**config.mk**
```make
export PLATFORM = sky130hd
export DESIGN_NAME = arq_rx_ctrl_flat
export DESIGN_NICKNAME = d
export VERILOG_FILES = /design/src/rtl/arq_rx_ctrl_if.sv /design/src/rtl/arq_rx_ctrl.sv /design/src/flat_wrapper.sv
export SDC_FILE = /design/constraint.sdc
export NUM_CORES = 1
export LEC_CHECK = 0
export CAP_MARGIN = 30
export CELL_PAD_IN_SITES_DETAIL_PLACEMENT = 0
export CELL_PAD_IN_SITES_GLOBAL_PLACEMENT = 1
export CORE_ASPECT_RATIO = 2
export CORE_MARGIN = 2
export CORE_UTILIZATION = 41
export DETAILED_ROUTE_END_ITERATION = 7
export PLACE_DENSITY_LB_ADDON = 0.1
export SKIP_LAST_GASP = 1
export SLEW_MARGIN = 0
export SYNTH_ARGS = -nofsm -noshare
export SYNTH_HDL_FRONTEND = slang
export SYNTH_SLANG_ARGS = --single-unit
```
**constraint.sdc**
```tcl
create_clock -name i_clk -period 2.1 [get_ports i_clk]
set_input_delay 0.525 -clock i_clk [delete_from_list [all_inputs] [get_ports i_clk]]
set_output_delay 0.525 -clock i_clk [all_outputs]
set_load 0.02 [all_outputs]
```
**src/rtl/arq_rx_ctrl_if.sv**
```systemverilog
// Handshake bundle between the demapper/rec_tran/client FIFO side and the
// receive-side ARQ sequencer. The sequencer uses the slave view; whoever
// drives verdicts and acks uses the master view.
interface arq_rx_ctrl_if #(
  parameter int RETRY_W = 4
);
  logic               i_crc_err;
  logic               i_crc_err_valid;
  logic               i_arq_en;
  logic               i_arq_en_valid;
  logic               i_retrans_ack;
  logic               o_retrans_req;
  logic               o_frame_commit;
  logic               o_frame_discard;
  logic               o_fail;
  logic               o_busy;
  logic [RETRY_W-1:0] o_retry_cnt;
  logic [15:0]        o_err_frame_cnt;

  modport master (
    output i_crc_err, i_crc_err_valid, i_arq_en, i_arq_en_valid, i_retrans_ack,
    input  o_retrans_req, o_frame_commit, o_frame_discard, o_fail, o_busy,
           o_retry_cnt, o_err_frame_cnt
  );

  modport slave (
    input  i_crc_err, i_crc_err_valid, i_arq_en, i_arq_en_valid, i_retrans_ack,
    output o_retrans_req, o_frame_commit, o_frame_discard, o_fail, o_busy,
           o_retry_cnt, o_err_frame_cnt
  );
endinterface

```
**src/rtl/arq_rx_ctrl.sv**
```systemverilog
// Receive-side ARQ sequencer. Turns each frame's CRC verdict into a commit or
// discard for the client FIFO and, for failed frames with ARQ enabled, runs a
// bounded request / ack / timeout retransmission loop. All outputs registered.
module arq_rx_ctrl #(
  parameter int MAX_RETRY = 3,
  parameter int TIMEOUT   = 20000,
  parameter int RETRY_W   = 4
) (
  input  logic          i_clk,
  input  logic          i_rst,
  arq_rx_ctrl_if.slave  bus
);

  localparam int TMO_W = (TIMEOUT > 1) ? $clog2(TIMEOUT) : 1;

  typedef enum logic [1:0] {S_IDLE, S_REQ, S_WAIT} state_t;

  state_t             state_q, state_d;
  logic               arq_en_q;
  logic [TMO_W-1:0]   tmo_q, tmo_d;
  logic [RETRY_W-1:0] retry_q, retry_d;
  logic [15:0]        err_cnt_q;
  logic               commit_q, discard_q, fail_q, req_q, busy_q;
  logic               commit_d, discard_d, fail_d;

  // A same-cycle enable update takes effect for the verdict in that cycle.
  logic arq_eff, verdict, bad, good, tmo_exp, retry_max;
  assign arq_eff   = bus.i_arq_en_valid ? bus.i_arq_en : arq_en_q;
  assign verdict   = bus.i_crc_err_valid;
  assign bad       = verdict & bus.i_crc_err;
  assign good      = verdict & ~bus.i_crc_err;
  assign tmo_exp   = (state_q == S_WAIT) && (tmo_q == TMO_W'(TIMEOUT - 1));
  assign retry_max = (retry_q == RETRY_W'(MAX_RETRY));

  // State register; reset drops the loop immediately.
  always_ff @(posedge i_clk or negedge i_rst) begin
    if (!i_rst) state_q <= S_IDLE;
    else        state_q <= state_d;
  end

  // Next-state: a verdict in WAIT always takes priority over timeout expiry.
  always_comb begin
    state_d = state_q;
    case (state_q)
      S_IDLE: if (bad && arq_eff) state_d = S_REQ;
      S_REQ:  if (bus.i_retrans_ack) state_d = S_WAIT;
      S_WAIT: begin
        if (good)                      state_d = S_IDLE;
        else if (bad || tmo_exp)       state_d = retry_max ? S_IDLE : S_REQ;
      end
      default: state_d = S_IDLE;
    endcase
  end

  // Output decode: pulses, retry count and timeout counter for the next cycle.
  always_comb begin
    commit_d  = 1'b0;
    discard_d = 1'b0;
    fail_d    = 1'b0;
    retry_d   = retry_q;
    tmo_d     = tmo_q;
    case (state_q)
      S_IDLE: begin
        if (good) commit_d = 1'b1;
        if (bad) begin
          discard_d = 1'b1;
          if (arq_eff) retry_d = RETRY_W'(1);
        end
      end
      S_REQ: begin
        // Verdicts arriving while a request is outstanding belong to stale frames.
        if (verdict) discard_d = 1'b1;
        if (bus.i_retrans_ack) tmo_d = '0;
      end
      S_WAIT: begin
        tmo_d = tmo_q + 1'b1;
        if (good) begin
          commit_d = 1'b1;
          retry_d  = '0;
        end else if (bad || tmo_exp) begin
          discard_d = bad;
          if (retry_max) begin
            fail_d  = 1'b1;
            retry_d = '0;
          end else begin
            retry_d = retry_q + 1'b1;
          end
        end
      end
      default: retry_d = '0;
    endcase
  end

  // Output and bookkeeping registers.
  always_ff @(posedge i_clk or negedge i_rst) begin
    if (!i_rst) begin
      arq_en_q  <= 1'b0;
      tmo_q     <= '0;
      retry_q   <= '0;
      err_cnt_q <= '0;
      commit_q  <= 1'b0;
      discard_q <= 1'b0;
      fail_q    <= 1'b0;
      req_q     <= 1'b0;
      busy_q    <= 1'b0;
    end else begin
      if (bus.i_arq_en_valid) arq_en_q <= bus.i_arq_en;
      if (bad && (err_cnt_q != 16'hFFFF)) err_cnt_q <= err_cnt_q + 16'd1;
      tmo_q     <= tmo_d;
      retry_q   <= retry_d;
      commit_q  <= commit_d;
      discard_q <= discard_d;
      fail_q    <= fail_d;
      req_q     <= (state_d == S_REQ);
      busy_q    <= (state_d != S_IDLE);
    end
  end

  assign bus.o_retrans_req   = req_q;
  assign bus.o_frame_commit  = commit_q;
  assign bus.o_frame_discard = discard_q;
  assign bus.o_fail          = fail_q;
  assign bus.o_busy          = busy_q;
  assign bus.o_retry_cnt     = retry_q;
  assign bus.o_err_frame_cnt = err_cnt_q;

endmodule

```
**src/flat_wrapper.sv**
```systemverilog
// flat-port wrapper written by rule: the top's interface ports become plain ports
module arq_rx_ctrl_flat 
#(
  parameter int MAX_RETRY = 3,
  parameter int TIMEOUT   = 20000,
  parameter int RETRY_W   = 4
)
  (i_clk, i_rst, bus_i_crc_err, bus_i_crc_err_valid, bus_i_arq_en, bus_i_arq_en_valid, bus_i_retrans_ack, bus_o_retrans_req, bus_o_frame_commit, bus_o_frame_discard, bus_o_fail, bus_o_busy, bus_o_retry_cnt, bus_o_err_frame_cnt);
  arq_rx_ctrl_if #(.RETRY_W(RETRY_W)) bus_i ();
  input  logic i_clk;
  input  logic i_rst;
  input wire logic [$bits(bus_i.i_crc_err)-1:0] bus_i_crc_err;
  input wire logic [$bits(bus_i.i_crc_err_valid)-1:0] bus_i_crc_err_valid;
  input wire logic [$bits(bus_i.i_arq_en)-1:0] bus_i_arq_en;
  input wire logic [$bits(bus_i.i_arq_en_valid)-1:0] bus_i_arq_en_valid;
  input wire logic [$bits(bus_i.i_retrans_ack)-1:0] bus_i_retrans_ack;
  output wire logic [$bits(bus_i.o_retrans_req)-1:0] bus_o_retrans_req;
  output wire logic [$bits(bus_i.o_frame_commit)-1:0] bus_o_frame_commit;
  output wire logic [$bits(bus_i.o_frame_discard)-1:0] bus_o_frame_discard;
  output wire logic [$bits(bus_i.o_fail)-1:0] bus_o_fail;
  output wire logic [$bits(bus_i.o_busy)-1:0] bus_o_busy;
  output wire logic [$bits(bus_i.o_retry_cnt)-1:0] bus_o_retry_cnt;
  output wire logic [$bits(bus_i.o_err_frame_cnt)-1:0] bus_o_err_frame_cnt;
  assign bus_i.i_crc_err = bus_i_crc_err;
  assign bus_i.i_crc_err_valid = bus_i_crc_err_valid;
  assign bus_i.i_arq_en = bus_i_arq_en;
  assign bus_i.i_arq_en_valid = bus_i_arq_en_valid;
  assign bus_i.i_retrans_ack = bus_i_retrans_ack;
  assign bus_o_retrans_req = bus_i.o_retrans_req;
  assign bus_o_frame_commit = bus_i.o_frame_commit;
  assign bus_o_frame_discard = bus_i.o_frame_discard;
  assign bus_o_fail = bus_i.o_fail;
  assign bus_o_busy = bus_i.o_busy;
  assign bus_o_retry_cnt = bus_i.o_retry_cnt;
  assign bus_o_err_frame_cnt = bus_i.o_err_frame_cnt;
  arq_rx_ctrl #(.MAX_RETRY(MAX_RETRY), .TIMEOUT(TIMEOUT), .RETRY_W(RETRY_W)) u_core (.i_clk(i_clk), .i_rst(i_rst), .bus(bus_i));
endmodule
```
==> results.py <==
metrics = {
    "run_status": {
        "status": "finished clean",
    },
    "placement": {
        "gp_congestion": 0.7401,
        "port_buffers": 31,
        "hpwlAfterDp_microns": 3625,
    },
    "global_routing": {
        "grtUsageTotal": 0.1780,
        "antenna_found_initial": 0,
        "grt_remaining_overflow": 0,
        "grt_pass1_wl_microns": 8321,
        "grt_pass1_vias": 1771,
        "grt_max_degree": 44,
    },
    "die": {
        "fp-row-count": 37,
        "io_pins": 32,
        "dieWidth_microns": 55.26,
        "die_y_microns": 106.5,
        "die_area_sq_um": 5886,
        "core_sq_um": 5092,
        "start_util": 0.4231,
    },
    "logic_synthesis": {
        "synthCells": 214,
        "yosys-top-cells-area": "dfrtp_1, xor2_1, nand2_1",
        "syn_area_sq_um": 2155,
        "yosysTopAreaCellShare": 0.4994,
        "ys_seq_area_frac": 0.4994,
        "synth_warnings": 0,
        "synth_ff_type": "dfrtp_1",
        "syn-num-nets": 224,
        "synth_async_sr_flop_share": 1.000,
        "synth.avg_cell_area_sq_um": 10.07,
        "synth_edf_count": 0,
        "synth_cell_types": 45,
        "yosysTopAreaCell": "dfrtp_1",
        "ys_ff_latch": 43,
    },
    "clocking": {
        "hold_buffers": 0,
        "cts-root-buf": "clkbuf_8",
        "clock_latency_ns": 0.29,
        "path_clk_slew_ns": 0.08,
        "clkSinkCount": 43,
        "numCtsBuffers": 5,
        "cts_tree": "done",
        "cts_resized": 0,
        "post-cts-setup-buffer-count": 0,
        "cts.htree.levels": 2,
        "clock_path_buffers": 2,
    },
    "timing": {
        "tightestPinTransition_ns": 0.5519,
        "tns_ns": 0,
        "rsz0062_at_grt": "false",
        "finalHoldViolCount": 0,
        "whs_ns": 0.2928,
        "clock_skew_ns": 0.003631,
        "setup_viol_count_final": 0,
        "drv_slew": 0,
        "maxSlewHeadroom": 0.6320,
        "fmax_ghz": 0.5165,
        "fin_crit_ns": 1.936,
        "final.period_utilization": 0.9220,
    },
    "setup_path": {
        "crit_fanout": 7,
        "required_ns": 1.57,
        "critPathCaptureType": "primary output",
        "cp_top_family": "buffers and inverters",
        "critPathSlowestCell": "clkdlybuf4s50_1",
        "start_kind": "register",
        "slowest_delay_ns": 0.65,
        "cp.arrival_ns": 1.41,
        "path_class": "register to primary output",
        "crit_buf_inv": 1,
        "crit_chain": "clkdlybuf4s50_1",
    },
    "power_and_ir_drop": {
        "p_leak_uw": 0.001274,
        "ir_worst_vdd_mv": 0.6828,
        "power.total_uw": 2317,
        "p_per_area_nw_per_um2": 869.4,
    },
    "layout": {
        "num_antenna_cells": 0,
        "nets": 267,
        "syn_to_final_growth_pct": 23.69,
        "nFillCells": 498,
        "final_cell_mix": "dfrtp_1, clkdlybuf4s50_1, nand2_1",
        "drive_gt1_frac": 0.1124,
        "final_common_cell": "dfrtp_1",
    },
    "detailed_routing": {
        "wl_per_cell_microns": 15.28,
        "viasPerCell": 5.418,
        "ant_nets": 0,
        "drtPass1Iterations": 4,
        "drcViolationCount": 0,
        "drt_iter0_markers": 51,
        "route.vias.total": 1712,
        "wl_microns": 4828,
    },
    "flow_run": {
        "drv_cap": 0,
    },
    "min_path": {
        "hp-class": "primary input to asynchronous set/reset pin",
    },
}
power by group:
group / switching (uW) / internal (uW) / total, uW / leakage [uW]
combinational: 341 / 333 / 674 / 0.000656
sequential: 161 / 968 / 1130 / 0.000571
clock: 285 / 228 / 513 / 0.0000477
registers in the layout (all words and copies together) (netlist names), 2 cells and up:
name / count
u_core.bus.o_err_frame_cnt: 16
u_core.bus.o_retry_cnt: 4
u_core.state_q: 2
u_core.tmo_q: 15
per-stage QoR:
stage | utilization | worst slack (ns) | instances | cell area [sq um]
after floorplan | - | 0.4206 | 214 | 2155
after global placement | 0.5069 | 0.06497 | 308 | 2581
after detailed placement | 0.5069 | 0.04111 | 308 | 2581
after CTS | 0.5233 | 0.1296 | 316 | 2665
after global routing | 0.5233 | 0.1060 | 316 | 2665
final | 0.5233 | 0.1637 | 316 | 2665
layer usage:
layer | global-route usage | part of all wire | vias up
li1 | - | - | 859
met1 | 0.1973 | 0.39 | 820
met2 | 0.3299 | 0.56 | 25
met3 | 0.02555 | 0.024 | 8
met4 | 0.07491 | 0.021 | 0
met5 | 0 | 0 | -
layout make-up:
| cell class | instances | area [sq um] | share of cell area |
|---|---|---|---|
| repair buffers | 43 | 395.4 | 0.1484 |
| inverters | 5 | 18.77 | 0.007042 |
| multi-input cells | 159 | 1018 | 0.3822 |
| clock buffers | 5 | 68.82 | 0.02582 |
| well taps | 58 | 72.57 | 0.02723 |
| clock inverters | 3 | 15.01 | 0.005634 |
| flip-flops and latches | 43 | 1076 | 0.4038 |
synth_stat cells, drive strengths merged, types with 2 or more instances:
cell	n
ha	3
dfrtp	43
nand2b	2
inv	5
nor4	4
nor2b	2
nand3	13
xor2	12
a21oi	11
mux2i	6
and2	3
nor3b	2
nand4	7
nor4b	2
nor3	6
and4	4
o22ai	3
buf	7
and3	8
o21ai	10
nor2	13
nand2	27
a41oi	2
nand3b	2
mux2	3
final timing paths:
kind | start | endpoint | slack, ns | cells after the start
min in group i_clk | u_core.tmo_q[14] | u_core.tmo_q[14] | 0.47 | 1
setup reg to reg | u_core.tmo_q[5] | u_core.bus.o_retry_cnt[1] | 0.33 | 4
hold reg to reg | u_core.tmo_q[14] | u_core.tmo_q[14] | 0.47 | 1
setup / recovery | u_core.bus.o_retry_cnt[2] | bus_o_retry_cnt[2] | 0.16 | 1
hold / removal | i_rst | u_core.tmo_q[6] | 0.29 | 2
max in group asynchronous | i_rst | u_core.bus.o_frame_discard | 1.42 | 2
logic make-up (layout without fill, tap and decap cells):
kind of cell	count (synthesis)	in the layout	synth area share
simple gates	97	97	0.2462
flops	43	43	0.4994
compound gates	37	37	0.1109
xor+xnor	13	13	0.05285
buf+inv	12	56	0.02788
mux	9	9	0.04529
fa+ha+maj	3	3	0.01742
Power figures use the tool's default switching activity.
